## src/rtl/ps2_key_events_if.sv

```systemverilog
`default_nettype none
// ============================================================================
// Module      : ps2_key_events_if
// Description : Byte-handshake (ps2_keyboard receiver side) and event-stream
//               (consumer side) signals of the PS/2 key event front end.
// Revision    : 1.0 - initial release
// ============================================================================
interface ps2_key_events_if;
    logic [7:0] ps2_data;
    logic       ps2_ready;
    logic       ps2_nextdata_n;
    logic       evt_valid;
    logic       evt_ready;
    logic [7:0] evt_code;
    logic       evt_ext;
    logic       evt_break;
    logic [7:0] evt_ascii;

    // Event front end: consumes bytes, produces events
    modport slave (
        input  ps2_data, ps2_ready, evt_ready,
        output ps2_nextdata_n, evt_valid, evt_code, evt_ext, evt_break, evt_ascii
    );

    // Environment: supplies bytes, consumes events
    modport master (
        output ps2_data, ps2_ready, evt_ready,
        input  ps2_nextdata_n, evt_valid, evt_code, evt_ext, evt_break, evt_ascii
    );
endinterface
`default_nettype wire

```

## src/rtl/ps2_key_events.sv

```systemverilog
`default_nettype none
// ============================================================================
// Module      : ps2_key_events
// Description : Set-2 PS/2 scan-code parser producing make/break key events
//               with shift/caps tracking, typematic repeat suppression, a
//               press counter and an event FIFO with valid/ready output.
// Revision    : 1.0 - initial release
// ============================================================================
module ps2_key_events #(
    parameter int FIFO_DEPTH      = 8,
    parameter int CNT_W           = 8,
    parameter int SUPPRESS_REPEAT = 1
) (
    input  logic             clk,
    input  logic             rest,
    ps2_key_events_if.slave  bus,
    output logic [CNT_W-1:0] press_cnt,
    output logic             shift,
    output logic             caps,
    output logic             key_held,
    output logic             fifo_overflow
);

    localparam int PTR_W      = $clog2(FIFO_DEPTH);
    localparam bit c_suppress = (SUPPRESS_REPEAT != 0);

    typedef enum logic [1:0] {
        S_IDLE    = 2'd0,
        S_EXT     = 2'd1,
        S_BRK     = 2'd2,
        S_EXT_BRK = 2'd3
    } state_t;

    state_t           r_state;
    state_t           w_state_nxt;
    logic             r_nd_n;
    logic             w_cap;
    logic             w_err;
    logic             w_evt;
    logic             w_evt_ext;
    logic             w_evt_brk;

    logic             r_held_v;
    logic             r_held_ext;
    logic [7:0]       r_held_code;
    logic             r_lshift;
    logic             r_rshift;
    logic             r_caps;
    logic [CNT_W-1:0] r_cnt;
    logic             r_ovf;

    logic             w_match;
    logic             w_make_acc;
    logic             w_push;
    logic             w_letter;
    logic [4:0]       w_idx;
    logic [7:0]       w_ascii_raw;
    logic [7:0]       w_ascii;

    logic [17:0]      r_mem [FIFO_DEPTH];
    logic [PTR_W:0]   r_wr_ptr;
    logic [PTR_W:0]   r_rd_ptr;
    logic [PTR_W:0]   w_count;
    logic             w_empty;
    logic             w_full;
    logic             w_pop;
    logic             w_push_ok;
    logic [17:0]      w_head;

    // A byte is taken only while the consume strobe is idle, so each capture
    // is followed by exactly one low cycle of ps2_nextdata_n.
    assign w_cap = bus.ps2_ready & r_nd_n;
    assign w_err = (bus.ps2_data == 8'h00) | (bus.ps2_data == 8'hFF);

    // Handshake strobe and parser state register
    always_ff @(posedge clk) begin
        if (rest) begin
            r_nd_n  <= 1'b1;
            r_state <= S_IDLE;
        end else begin
            r_nd_n  <= ~w_cap;
            r_state <= w_state_nxt;
        end
    end

    // Parser next state; an event completes on the capture edge of its last byte
    always_comb begin
        w_state_nxt = r_state;
        w_evt       = 1'b0;
        w_evt_ext   = 1'b0;
        w_evt_brk   = 1'b0;
        if (w_cap) begin
            case (r_state)
                S_IDLE: begin
                    if (bus.ps2_data == 8'hE0)      w_state_nxt = S_EXT;
                    else if (bus.ps2_data == 8'hF0) w_state_nxt = S_BRK;
                    else if (!w_err)                w_evt       = 1'b1;
                end
                S_EXT: begin
                    if (bus.ps2_data == 8'hF0) begin
                        w_state_nxt = S_EXT_BRK;
                    end else if (bus.ps2_data != 8'hE0) begin
                        w_state_nxt = S_IDLE;
                        w_evt       = ~w_err;
                        w_evt_ext   = 1'b1;
                    end
                end
                default: begin
                    // Both break states: any prefix or error byte aborts the sequence
                    w_state_nxt = S_IDLE;
                    w_evt_brk   = 1'b1;
                    w_evt_ext   = (r_state == S_EXT_BRK);
                    w_evt       = ~(w_err | (bus.ps2_data == 8'hE0) | (bus.ps2_data == 8'hF0));
                end
            endcase
        end
    end

    assign w_match    = r_held_v & (r_held_ext == w_evt_ext) & (r_held_code == bus.ps2_data);
    assign w_make_acc = w_evt & ~w_evt_brk & ~(c_suppress & w_match);
    assign w_push     = w_make_acc | (w_evt & w_evt_brk);

    // Scan code to ASCII using the modifier state from before this event
    always_comb begin
        w_letter    = 1'b0;
        w_idx       = 5'd0;
        w_ascii_raw = 8'h00;
        case (bus.ps2_data)
            8'h1C: begin w_letter = 1'b1; w_idx = 5'd0;  end
            8'h32: begin w_letter = 1'b1; w_idx = 5'd1;  end
            8'h21: begin w_letter = 1'b1; w_idx = 5'd2;  end
            8'h23: begin w_letter = 1'b1; w_idx = 5'd3;  end
            8'h24: begin w_letter = 1'b1; w_idx = 5'd4;  end
            8'h2B: begin w_letter = 1'b1; w_idx = 5'd5;  end
            8'h34: begin w_letter = 1'b1; w_idx = 5'd6;  end
            8'h33: begin w_letter = 1'b1; w_idx = 5'd7;  end
            8'h43: begin w_letter = 1'b1; w_idx = 5'd8;  end
            8'h3B: begin w_letter = 1'b1; w_idx = 5'd9;  end
            8'h42: begin w_letter = 1'b1; w_idx = 5'd10; end
            8'h4B: begin w_letter = 1'b1; w_idx = 5'd11; end
            8'h3A: begin w_letter = 1'b1; w_idx = 5'd12; end
            8'h31: begin w_letter = 1'b1; w_idx = 5'd13; end
            8'h44: begin w_letter = 1'b1; w_idx = 5'd14; end
            8'h4D: begin w_letter = 1'b1; w_idx = 5'd15; end
            8'h15: begin w_letter = 1'b1; w_idx = 5'd16; end
            8'h2D: begin w_letter = 1'b1; w_idx = 5'd17; end
            8'h1B: begin w_letter = 1'b1; w_idx = 5'd18; end
            8'h2C: begin w_letter = 1'b1; w_idx = 5'd19; end
            8'h3C: begin w_letter = 1'b1; w_idx = 5'd20; end
            8'h2A: begin w_letter = 1'b1; w_idx = 5'd21; end
            8'h1D: begin w_letter = 1'b1; w_idx = 5'd22; end
            8'h22: begin w_letter = 1'b1; w_idx = 5'd23; end
            8'h35: begin w_letter = 1'b1; w_idx = 5'd24; end
            8'h1A: begin w_letter = 1'b1; w_idx = 5'd25; end
            8'h45: w_ascii_raw = 8'h30;
            8'h16: w_ascii_raw = 8'h31;
            8'h1E: w_ascii_raw = 8'h32;
            8'h26: w_ascii_raw = 8'h33;
            8'h25: w_ascii_raw = 8'h34;
            8'h2E: w_ascii_raw = 8'h35;
            8'h36: w_ascii_raw = 8'h36;
            8'h3D: w_ascii_raw = 8'h37;
            8'h3E: w_ascii_raw = 8'h38;
            8'h46: w_ascii_raw = 8'h39;
            8'h29: w_ascii_raw = 8'h20;
            8'h5A: w_ascii_raw = 8'h0D;
            8'h66: w_ascii_raw = 8'h08;
            default: w_ascii_raw = 8'h00;
        endcase
        if (w_letter) begin
            w_ascii_raw = (((r_lshift | r_rshift) ^ r_caps) ? 8'h41 : 8'h61) + {3'b000, w_idx};
        end
        w_ascii = (w_evt_brk | w_evt_ext) ? 8'h00 : w_ascii_raw;
    end

    // Held key, modifiers and press counter follow every completed event,
    // independent of whether the FIFO had room for it
    always_ff @(posedge clk) begin
        if (rest) begin
            r_held_v    <= 1'b0;
            r_held_ext  <= 1'b0;
            r_held_code <= 8'h00;
            r_lshift    <= 1'b0;
            r_rshift    <= 1'b0;
            r_caps      <= 1'b0;
            r_cnt       <= '0;
        end else if (w_make_acc) begin
            r_held_v    <= 1'b1;
            r_held_ext  <= w_evt_ext;
            r_held_code <= bus.ps2_data;
            r_cnt       <= r_cnt + CNT_W'(1);
            if (!w_evt_ext && bus.ps2_data == 8'h12) r_lshift <= 1'b1;
            if (!w_evt_ext && bus.ps2_data == 8'h59) r_rshift <= 1'b1;
            if (!w_evt_ext && bus.ps2_data == 8'h58) r_caps   <= ~r_caps;
        end else if (w_evt && w_evt_brk) begin
            if (w_match) r_held_v <= 1'b0;
            if (!w_evt_ext && bus.ps2_data == 8'h12) r_lshift <= 1'b0;
            if (!w_evt_ext && bus.ps2_data == 8'h59) r_rshift <= 1'b0;
        end
    end

    // A pop in the same cycle frees the slot, so a full FIFO still accepts
    assign w_count   = r_wr_ptr - r_rd_ptr;
    assign w_empty   = (r_wr_ptr == r_rd_ptr);
    assign w_full    = (w_count == (PTR_W+1)'(FIFO_DEPTH));
    assign w_pop     = ~w_empty & bus.evt_ready;
    assign w_push_ok = w_push & (~w_full | w_pop);

    // FIFO pointers and sticky overflow flag
    always_ff @(posedge clk) begin
        if (rest) begin
            r_wr_ptr <= '0;
            r_rd_ptr <= '0;
            r_ovf    <= 1'b0;
        end else begin
            if (w_push_ok)          r_wr_ptr <= r_wr_ptr + (PTR_W+1)'(1);
            if (w_pop)              r_rd_ptr <= r_rd_ptr + (PTR_W+1)'(1);
            if (w_push & ~w_push_ok) r_ovf   <= 1'b1;
        end
    end

    // FIFO storage: {code, ext, break, ascii}
    always_ff @(posedge clk) begin
        if (w_push_ok) begin
            r_mem[r_wr_ptr[PTR_W-1:0]] <= {bus.ps2_data, w_evt_ext, w_evt_brk, w_ascii};
        end
    end

    assign w_head             = r_mem[r_rd_ptr[PTR_W-1:0]];
    assign bus.ps2_nextdata_n = r_nd_n;
    assign bus.evt_valid      = ~w_empty;
    assign bus.evt_code       = w_empty ? 8'h00 : w_head[17:10];
    assign bus.evt_ext        = ~w_empty & w_head[9];
    assign bus.evt_break      = ~w_empty & w_head[8];
    assign bus.evt_ascii      = w_empty ? 8'h00 : w_head[7:0];

    assign press_cnt     = r_cnt;
    assign shift         = r_lshift | r_rshift;
    assign caps          = r_caps;
    assign key_held      = r_held_v;
    assign fifo_overflow = r_ovf;

endmodule
`default_nettype wire

```

## src/flat_wrapper.sv

```systemverilog
// flat-port wrapper written by rule: the top's interface ports become plain ports
module ps2_key_events_flat 
#(
    parameter int FIFO_DEPTH      = 8,
    parameter int CNT_W           = 8,
    parameter int SUPPRESS_REPEAT = 1
)
  (clk, rest, press_cnt, shift, caps, key_held, fifo_overflow, bus_ps2_data, bus_ps2_ready, bus_evt_ready, bus_ps2_nextdata_n, bus_evt_valid, bus_evt_code, bus_evt_ext, bus_evt_break, bus_evt_ascii);
  ps2_key_events_if bus_i ();
  input  logic clk;
  input  logic rest;
  output logic [CNT_W-1:0] press_cnt;
  output logic shift;
  output logic caps;
  output logic key_held;
  output logic fifo_overflow;
  input wire logic [$bits(bus_i.ps2_data)-1:0] bus_ps2_data;
  input wire logic [$bits(bus_i.ps2_ready)-1:0] bus_ps2_ready;
  input wire logic [$bits(bus_i.evt_ready)-1:0] bus_evt_ready;
  output wire logic [$bits(bus_i.ps2_nextdata_n)-1:0] bus_ps2_nextdata_n;
  output wire logic [$bits(bus_i.evt_valid)-1:0] bus_evt_valid;
  output wire logic [$bits(bus_i.evt_code)-1:0] bus_evt_code;
  output wire logic [$bits(bus_i.evt_ext)-1:0] bus_evt_ext;
  output wire logic [$bits(bus_i.evt_break)-1:0] bus_evt_break;
  output wire logic [$bits(bus_i.evt_ascii)-1:0] bus_evt_ascii;
  assign bus_i.ps2_data = bus_ps2_data;
  assign bus_i.ps2_ready = bus_ps2_ready;
  assign bus_i.evt_ready = bus_evt_ready;
  assign bus_ps2_nextdata_n = bus_i.ps2_nextdata_n;
  assign bus_evt_valid = bus_i.evt_valid;
  assign bus_evt_code = bus_i.evt_code;
  assign bus_evt_ext = bus_i.evt_ext;
  assign bus_evt_break = bus_i.evt_break;
  assign bus_evt_ascii = bus_i.evt_ascii;
  ps2_key_events #(.FIFO_DEPTH(FIFO_DEPTH), .CNT_W(CNT_W), .SUPPRESS_REPEAT(SUPPRESS_REPEAT)) u_core (.clk(clk), .rest(rest), .bus(bus_i), .press_cnt(press_cnt), .shift(shift), .caps(caps), .key_held(key_held), .fifo_overflow(fifo_overflow));
endmodule
```

## config.mk

```make
export PLATFORM = sky130hd
export DESIGN_NAME = ps2_key_events_flat
export DESIGN_NICKNAME = d
export VERILOG_FILES = /design/src/rtl/ps2_key_events_if.sv /design/src/rtl/ps2_key_events.sv /design/src/flat_wrapper.sv
export SDC_FILE = /design/constraint.sdc
export NUM_CORES = 1
export LEC_CHECK = 0
export CELL_PAD_IN_SITES_DETAIL_PLACEMENT = 1
export CELL_PAD_IN_SITES_GLOBAL_PLACEMENT = 1
export CORE_MARGIN = 2
export CORE_UTILIZATION = 52
export CTS_BUF_LIST = sky130_fd_sc_hd__clkbuf_8
export DETAILED_ROUTE_END_ITERATION = 8
export MAX_ROUTING_LAYER = met4
export PLACE_DENSITY_LB_ADDON = 0.05
export SYNTH_ARGS = -nofsm -noshare
export SYNTH_HDL_FRONTEND = slang
export SYNTH_SLANG_ARGS = --single-unit
export TNS_END_PERCENT = 50
```

## constraint.sdc

```tcl
create_clock -name clk -period 5.5 [get_ports clk]
set_input_delay 0.825 -clock clk [delete_from_list [all_inputs] [get_ports clk]]
set_output_delay 0.825 -clock clk [all_outputs]
set_load 0.05 [all_outputs]
```

==> run metrics, run 1 <==
status complete, no violations; Die ar. 0.0170 mm2; nets 669; hpwl dp 13200 um; Syn Inst Count just under 600; largest stage delay on the critical path about 1.1 ns; Final period util 79.6%; ant diodes 0; Hold Crit Class reg2reg; Yosys top cell area share 52.1%; IO Count 44; Worst R2R Setup Slack 1.43 ns; Syn Area/Cell 13.9 um2; post-route ant nets 0; maximum clock rate 228 MHz; CP bufs+invs 1; DIE WIDTH 130 um; Pre-Repair DR Iteration Count 5; crit path to u_core.r_mem[0][3]; fin cells 879; WP data required 5.60 ns; drt via density 5.95; Post-CTS Setup Inserts 0; Final Wtd Congestion 0.922; post-synth top area cell edfxtp_1; CP startpoint bus_ps2_data[6]; r2r startpoint u_core.r_wr_ptr[0]; DR iter-0 viols slightly below 400; Clock transition at path regs 0.10 ns; RSZ-0062 raised after global routing false; VDD IR-drop max 0.000189 V; cells along the critical path clkdlybuf4s50_1 > nor4b_1 > a32o_1 > a22oi_1 > o311ai_2 > a311oi_1 > a211oi_1; Yosys warning count 0; Port Buf Inserts 43; Row Count 46; crit start category input port; Core Area 0.0157 mm2; highest net fanout along the worst path 21; max-cap check violation count 0; ratio of cells with drive above 1 in the final layout 18.7%; CTS tree built; wire per inst 22.5 um; CTS Buf Count 17; Tmin final 4.38 ns; grt met2 use 41.5%; met3 Usage GRT 4.10%; H-tree depth 4; DR vias between 5000 and 6000; pin count of the biggest net entering global routing 38; clock buffer depth 2; Async S/R FF share, synth 0%; Final Max Slew Viols 0; Slowest cell on crit path nor4b_1; number of global-route vias before repair about 5600; ys flop type edfxtp_1; # clock sinks 180; setup TNS 0 ns; PD cells 372 mW/mm2; initial antenna violation count 0; main area contributors after synthesis edfxtp_1 (52%), mux4_2 (9.8%), dfxtp_1 (8.7%); Setup Skew 0.0159 ns; Cells after DPL ~850; Synth Cell Area 0.00829 mm2; Critical Path Stages 7; routed wire length just under 20000 um; R2R cell count 9; LEAKAGE 3.02 nW; EDFF count, synth 144; Root Buffer clkbuf_8; detailed-route DRC error count 0; #FFs+latches synth between 150 and 200; Skew-Pair Late Insertion Delay about 0.45 ns; CP Class in2reg; synth-to-layout area growth 13.7%; met1 usage between 30% and 40%; first-pass GRT wire length 31600 um; busiest grt layer met2; PostCTS Resize Cnt 0; grt total ovfl 0; Reg-to-Reg End u_core.r_mem[2][1]; CTS Hold Bufs 0; CP top delay family compound AO/OA/AOI/OAI gates; crit end category register; Starting Density 52.8%; Final Setup Violations 0; Max-slew headroom 23.2%; Total GRT Usage 25.7%; die height roughly 130 um; WP data arrival roughly 4.5 ns; Final Hold Viols 0; sequential fraction of the synthesis area 60.8%; Synth cell types 75; actual slew at the worst max-slew pin 1.14 ns
-- layout by cell type (no fill, tap or decap), types with 12 or more instances in the layout --
master and n:
o21ai_0 12, nand3_1 14, mux4_2 36, inv_1 18
edfxtp_1 144, clkdlybuf4s50_1 43, buf_4 26, nor2_1 59
xnor2_1 16, dfxtp_1 35, nand2_1 22, a21oi_1 19
clkbuf_8 17, mux2i_1 30
-- power breakdown --
part,leakage (nW),switching (W),total (W),internal [W]
sequential,1.61,0.0000515,0.00160,0.00155
clock,0.177,0.000498,0.000823,0.000325
combinational,1.23,0.000677,0.00109,0.000410
-- metal layers --
metal  share of wire (%)  up-vias  wire [um]
met2                  50      125       9900
met1                  45     2684       8980
met5                   0        -          0
met4                 1.3        0        254
li1                    -     2404          -
met3                 3.4       20        667
-- cells by family after synthesis --
group	synth area share, %
flops	60.8
simple gates	11.1
compound gates	7.48
mux	14.0
buf+inv	3.15
xor+xnor	2.31
fa+ha+maj	1.06
other cells	0.0452
-- tightest hold or removal path, stage by stage (launching register included) --
cell and delay, ns:
dfxtp_1 0.32, inv_1 0.05, a21oi_1 0.05
-- cells in the mapped netlist, drive strengths merged (3+ instances only) --
master  count
nor2       59
edfxtp    144
nand4       7
o21ai      12
ha          7
nand2b      5
o31ai       8
clkbuf     15
nor4        9
or4         6
mux2i      30
a31o        4
or2         4
dfxtp      36
xnor2      16
nand2      22
a21oi      19
o32ai       3
xor2        5
nor3        9
nor2b      10
and3        4
mux2        4
a21boi      3
nor4b       5
nor3b       6
a32oi       3
buf        26
nand3      14
inv        19
mux4       36
-- sequential cells by signal (all words and copies together) (netlist names), named ones only --
name and cells:
u_core.r_mem 144, u_core.press_cnt 8, u_core.r_held_code 8, u_core.r_rd_ptr 4, u_core.r_wr_ptr 4, u_core.r_state 2, u_core.bus.ps2_nextdata_n 1, u_core.caps 1
u_core.fifo_overflow 1, u_core.key_held 1, u_core.r_held_ext 1, u_core.r_lshift 1, u_core.r_rshift 1
-- area by class of cell --
cell class / instances / area, um2
repair buffers: 69 / 626
flip-flops and latches: 180 / 5050
fillers: 1570 / 6280
clock inverters: 15 / 121
inverters: 19 / 71.3
clock buffers: 17 / 234
multi-input cells: 363 / 3060
well taps: 216 / 270
-- stage by stage --
stage | hold WS [ns] | setup WS (ns) | power (W) | utilization (%) | instance area (um2)
after floorplan | 0.444 | 0.619 | 0.00239 | - | 8320
after global placement | 0.440 | 0.998 | 0.00269 | 57.7 | 9070
after detailed placement | 0.467 | 0.725 | 0.00273 | 57.7 | 9070
after CTS | 0.482 | 1.21 | 0.00354 | 60.0 | 9430
after global routing | 0.505 | 0.827 | 0.00366 | 60.0 | 9430
final | 0.471 | 1.12 | 0.00351 | 60.0 | 9430
-- how the worst min path moves through the flow --
stage | startpoint | endpoint | slack [ns] | depth (start not counted)
after global placement | u_core.fifo_overflow | u_core.fifo_overflow | 0.44 | 2
after floorplan | u_core.r_rshift | u_core.r_rshift | 0.44 | 2
after detailed placement | u_core.fifo_overflow | u_core.fifo_overflow | 0.47 | 2
final | u_core.fifo_overflow | u_core.fifo_overflow | 0.47 | 2
after CTS | u_core.fifo_overflow | u_core.fifo_overflow | 0.48 | 2
after global routing | u_core.fifo_overflow | u_core.fifo_overflow | 0.51 | 2
Power figures use the tool's default switching activity.
==> run 2: changes to the inputs <==
--- a/config.mk
+++ b/config.mk
@@ -8,7 +8,7 @@
 export CELL_PAD_IN_SITES_DETAIL_PLACEMENT = 1
 export CELL_PAD_IN_SITES_GLOBAL_PLACEMENT = 1
 export CORE_MARGIN = 2
-export CORE_UTILIZATION = 52
+export CORE_UTILIZATION = 47
 export CTS_BUF_LIST = sky130_fd_sc_hd__clkbuf_8
 export DETAILED_ROUTE_END_ITERATION = 8
 export MAX_ROUTING_LAYER = met4
==> constraint.sdc (replaced) <==
create_clock -name clk -period 3.55 [get_ports clk]
set_input_delay 0.5325 -clock clk [delete_from_list [all_inputs] [get_ports clk]]
set_output_delay 0.5325 -clock clk [all_outputs]
set_load 0.05 [all_outputs]
==> run 2 against run 1 <==
Compared with the run above:
- cell count is 7.7% higher
- hold slack worse by 0.014 ns
- worst setup slack worse by 0.97 ns
- largest cell class unchanged
==> run metrics, run 2 (synthesized netlist as in run 1, its figures left out) <==
status complete, no violations; DR vias 5479 (+4.7%); LEAKAGE 3.41 nW (+13%); max-cap check violation count 0 (unchanged); Core Area 0.0173 mm2 (+10%); number of global-route vias before repair 5798 (+3.5%); most common cell after layout, fill and taps aside edfxtp_1; DIE WIDTH 137 um (+5.0%); H-tree depth 4 (unchanged); nets 729 (+9.0%); routed wire length 21200 um (+7.0%); hpwl dp 14900 um (+13%); grt total ovfl 0 (unchanged); post-route ant nets 0 (unchanged); final instance area 0.0101 mm2 (+7.6%); Setup Skew 0.0107 ns (-0.00514 ns); Hold Crit Class reg2reg; area post-placement 0.00970 mm2 (+6.9%); final worst setup slack 0.152 ns (-0.972 ns); max FFs per register 144 (unchanged); CP Class in2reg; WP data required 3.62 ns (-1.98 ns); Starting Density 47.9% (-4.8 points); first-pass GRT wire length 32700 um (+3.6%); Max-slew headroom 15.8% (-7.4 points); Reg power frac 42.6% (-3.0 points); CTS tree built; RSZ-0062 raised after global routing false; synth-to-layout area growth 22.3%; drt via density 5.79 (-2.8%); Final Wtd Congestion 0.895 (-2.9%); Final Hold Viols 0 (unchanged); crit start category input port; fill count 1688 (+7.5%); crit end category register; ratio of cells with drive above 1 in the final layout 26.7% (+8.0 points); VDD IR-drop max 0.000410 V (+120%); Pre-Repair DR Iteration Count 4 (-1); maximum clock rate 294 MHz; Final period util 95.7%; DR iter-0 viols 341 (-13%); worst slack, placed -0.227 ns (-0.952 ns); ant diodes 0 (unchanged); WP data arrival 3.47 ns (-1.00 ns); Switching Fraction 32.9% (-2.1 points); IO Count 44 (unchanged); most frequent cells in the layout edfxtp_1 (144), buf_4 (84), nor2_1 (59); Total GRT Usage 24.6% (-1.1 points); Pwr Total 0.00580 W (+65%); wire per inst 22.4 um (-0.65%); pin count of the biggest net entering global routing 31 (-18%); Root Buffer clkbuf_8; Port Buf Inserts 43 (unchanged); # clock sinks 180 (unchanged); combinational power share 31.5% (+0.5 points); die height 137 um (+5.0%); net switching power 0.00191 W (+55%); detailed-route DRC error count 0 (unchanged); internal power 0.00389 W (+70%); Final Max Slew Viols 0 (unchanged); PD cells 572 mW/mm2 (+54%); Die ar. 0.0187 mm2 (+10%); clock share of power 25.9% (+2.4 points); Skew-Pair Late Insertion Delay 0.44 ns (about the same); initial antenna violation count 0 (unchanged); highest net fanout along the worst path 21 (unchanged); actual slew at the worst max-slew pin 1.25 ns (+0.107 ns); Final Setup Violations 0 (unchanged); CTS Buf Count 17 (unchanged); Row Count 48 (+4.3%); Clock transition at path regs 0.09 ns (about the same); clock buffer depth 2 (unchanged); Tmin final 3.40 ns
run 2: cell types whose count changed in the layout (fill, tap and decap cells not counted), moves of 3 or more:
cell,before,now
clkinv_4,0,3
clkinvlp_4,4,1
buf_12,0,11
bufinv_16,0,4
inv_6,5,2
buf_4,26,84
clkdlybuf4s50_1,43,34
nor4_4,0,5
nor4_2,5,0
run 2: layout make-up:
| type | instances | area [um2] | area share, % |
|---|---|---|---|
| clock buffer | 17 | 234 | 2.31 |
| clock inverter | 14 | 203 | 2.00 |
| inverter | 19 | 71.3 | 0.703 |
| multi-input combinational | 363 | 3110 | 30.7 |
| sequential | 180 | 5050 | 49.8 |
| tap | 225 | 282 | 2.78 |
| timing repair buffer | 129 | 1190 | 11.7 |
run 2: final timing paths:
path	to	startpoint	cells after the start	slack (ns)
max	u_core.r_mem[7][0]	bus_ps2_data[6]	8	0.15
min	u_core.fifo_overflow	u_core.fifo_overflow	2	0.46
max reg2reg	u_core.r_mem[4][2]	u_core.r_rd_ptr[1]	10	0.72
min reg2reg	u_core.fifo_overflow	u_core.fifo_overflow	2	0.46
run 2: critical path, cell delays in order:
cell and delay [ns]:
clkdlybuf4s50_1 0.51, buf_12 0.17, or4b_1 0.55, a21oi_1 0.18, nor2_1 0.07, o311ai_2 0.27, nor3_1 0.13, o31ai_1 1.03
run 2: repair_timing:
action | in CTS | in global routing
buffers inserted | 0 | 0
hold buffers | 0 | 0
endpoints found under the setup margin | 0 | 7
gates resized for setup | 0 | 2
run 2: power groups by stage:
| stage | clock [W] | sequential [W] | combinational (W) |
|---|---|---|---|
| after global placement | 0 | 0.00251 | 0.00179 |
| after CTS | 0.00154 | 0.00247 | 0.00185 |
| after floorplan | 0 | 0.00250 | 0.00121 |
| final | 0.00150 | 0.00247 | 0.00183 |
| after global routing | 0.00161 | 0.00249 | 0.00193 |
| after detailed placement | 0 | 0.00252 | 0.00184 |
run 2: per-stage QoR:
| stage | setup TNS, ns | hold slack [ns] | util, % | instances |
|---|---|---|---|---|
| 2_1_floorplan | -17.42 | 0.444 | - | 603 |
| 3_3_place_gp | -0.322 | 0.434 | 56.1 | 916 |
| 3_5_place_dp | -1.92 | 0.447 | 56.1 | 916 |
| 4_1_cts | 0 | 0.464 | 58.6 | 947 |
| 5_1_grt | 0 | 0.488 | 58.6 | 947 |
| 6_report | 0 | 0.456 | 58.6 | 947 |
run 2: layer usage:
metal | up-vias | wire [um] | track usage (%)
met5 | - | 0 | -
met4 | 0 | 213 | 5.67
met3 | 17 | 900 | 4.22
met2 | 129 | 10600 | 40.4
met1 | 2806 | 9470 | 32.2
li1 | 2527 | - | -
==> run 3: changes to the inputs <==
--- a/config.mk
+++ b/config.mk
@@ -5,7 +5,7 @@
 export SDC_FILE = /design/constraint.sdc
 export NUM_CORES = 1
 export LEC_CHECK = 0
-export CELL_PAD_IN_SITES_DETAIL_PLACEMENT = 1
+export CELL_PAD_IN_SITES_DETAIL_PLACEMENT = 0
 export CELL_PAD_IN_SITES_GLOBAL_PLACEMENT = 1
 export CORE_MARGIN = 2
 export CORE_UTILIZATION = 47
==> run 3 against run 2 <==
Compared with the run above:
- routed wire length fell by 8.7%
- largest power group unchanged
- sequential share of layout area rose by 0.17 points
- cell area fell by 0.35%
- clock-buffer cell count did not move
==> run metrics, run 3 (synthesized netlist as in run 1, its figures left out) <==
status complete, no violations; Final Max Slew Viols 0 (unchanged); initial antenna violation count 0 (unchanged); Max-slew headroom 25.7% (+9.8 points); pin count of the biggest net entering global routing 31 (unchanged); Core Util, Final 58.4% (-0.20 points); Total GRT Usage 22.7% (-1.9 points); r2r startpoint u_core.r_rd_ptr[1]; Final Setup Violations 0 (unchanged); Final period util 91.8% (-3.9 points); Die ar. 0.0187 mm2 (unchanged); LEAKAGE 3.40 nW (-0.43%); die height 137 um (unchanged); drt via density 5.75 (-0.62%); Min Hold Slack 0.457 ns (+0.00105 ns); first-pass GRT wire length 30500 um (-6.9%); Hold Crit Class reg2reg; Cells after DPL 916 (unchanged); crit start category register; PD cells 560 mW/mm2 (-2.1%); area post-placement 0.00970 mm2 (unchanged); H-tree depth 4 (unchanged); clock buffer depth 2 (unchanged); Clock transition at path regs 0.10 ns (about the same); Hold Path Sink u_core.fifo_overflow; Final Wtd Congestion 0.895 (unchanged); IO Count 44 (unchanged); ant diodes 0 (unchanged); RSZ-0062 raised after global routing false; VDD IR-drop max 0.000400 V (-2.4%); maximum clock rate 307 MHz (+4.3%); hpwl dp 13300 um (-11%); WP data arrival 2.73 ns (-0.74 ns); Skew-Pair Late Insertion Delay 0.46 ns (+0.02 ns); post-route ant nets 0 (unchanged); max-cap check violation count 0 (unchanged); CTS tree built; Tmin final 3.26 ns (-0.139 ns); max FFs per register 144 (unchanged); multi-input logic area 0.00311 mm2 (unchanged); # clock sinks 180 (unchanged); crit end category primary output; DIE WIDTH 137 um (unchanged); nets 729 (unchanged); Core Area 0.0173 mm2 (unchanged); actual slew at the worst max-slew pin 1.11 ns (-0.146 ns); CTS Buf Count 17 (unchanged); Post-CTS Setup Inserts 0 (unchanged); final instance area 0.0101 mm2 (-0.35%); Starting Density 47.9% (unchanged); fin cells 947 (unchanged); Port Buf Inserts 43 (unchanged); CTS Hold Bufs 0 (unchanged); Seq. cell area 0.00505 mm2 (unchanged); Final Hold Viols 0 (unchanged); CP Class reg2out; R2R cell count 10 (unchanged); grt total ovfl 0 (unchanged); worst hold stages 2 (unchanged); wire per inst 20.4 um (-8.7%); number of global-route vias before repair 5486 (-5.4%); hold path start u_core.fifo_overflow; highest net fanout along the worst path 18 (-14%); most frequent cells in the layout edfxtp_1 (144), buf_4 (84), nor2_1 (59); Row Count 48 (unchanged); fill count 1390 (-18%); Setup Skew 0.0151 ns (+0.00436 ns); Reg-to-Reg End u_core.r_mem[0][2]; DR vias 5445 (-0.62%); routed wire length 19300 um (-8.7%); Worst R2R Setup Slack 0.75 ns (+0.03 ns); WP data required 3.02 ns (-0.60 ns); synth-to-layout area growth 21.9%; detailed-route DRC error count 0 (unchanged); DR iter-0 viols 417 (+22%); most common cell after layout, fill and taps aside edfxtp_1; ratio of cells with drive above 1 in the final layout 26.9% (+0.14 points); Root Buffer clkbuf_8; PostCTS Resize Cnt 0 (unchanged); Pre-Repair DR Iteration Count 5 (+1)
## run 3: cell count changes in the layout (fill, tap and decap cells not counted), sizes merged
cell and change:
bufinv -2, clkinv -1, inv +3
## run 3: critical path, cell delays in order, from the launching register on
cell	delay (ns)
dfxtp_2	0.50
ha_1	0.32
and4_1	0.22
buf_4	0.22
nor2_1	0.18
clkdlybuf4s50_1	0.83
## run 3: layout make-up
type	count	area share, %
inverter	19	0.706
sequential	180	50.0
multi-input combinational	363	30.8
tap	225	2.79
clock inverter	14	1.66
clock buffer	17	2.31
timing repair buffer	129	11.8
## run 3: report_power, final
part | internal [W] | leakage [nW] | total [W] | switching [W]
sequential | 0.00240 | 1.61 | 0.00247 | 0.0000664
clock | 0.000646 | 0.203 | 0.00140 | 0.000754
combinational | 0.000712 | 1.58 | 0.00179 | 0.00108
total | 0.00376 | 3.40 | 0.00566 | 0.00190
## run 3: through the flow
stage	power [W]	setup slack, ns	TNS, ns
3_3_place_gp	0.00430	-0.0403	-0.322
6_report	0.00566	0.291	0
5_1_grt	0.00591	0.149	0
2_1_floorplan	0.00371	-0.328	-17.42
4_1_cts	0.00571	0.0520	0
3_5_place_dp	0.00432	-0.120	-0.960
## run 3: worst max-delay path by stage
stage,depth (start not counted),slack (ns),endpoint,startpoint
6_report,5,0.29,bus_evt_code[2],u_core.r_wr_ptr[2]
5_1_grt,5,0.15,bus_evt_code[2],u_core.r_wr_ptr[2]
4_1_cts,5,0.05,bus_evt_code[2],u_core.r_wr_ptr[2]
3_5_place_dp,8,-0.12,u_core.r_mem[7][0],bus_ps2_data[6]
3_3_place_gp,9,-0.04,u_core.r_mem[0][0],bus_ps2_data[7]
2_1_floorplan,8,-0.33,u_core.r_mem[3][0],bus_ps2_data[2]
## run 3: layer usage
metal	share of wire (%)	wire [um]	vias to the layer above	track usage, %
met1	47	9010	2749	30.9
met2	48	9340	147	35.8
met5	0	0	-	-
li1	-	-	2526	-
met4	1.3	260	0	5.96
met3	3.7	724	23	3.89
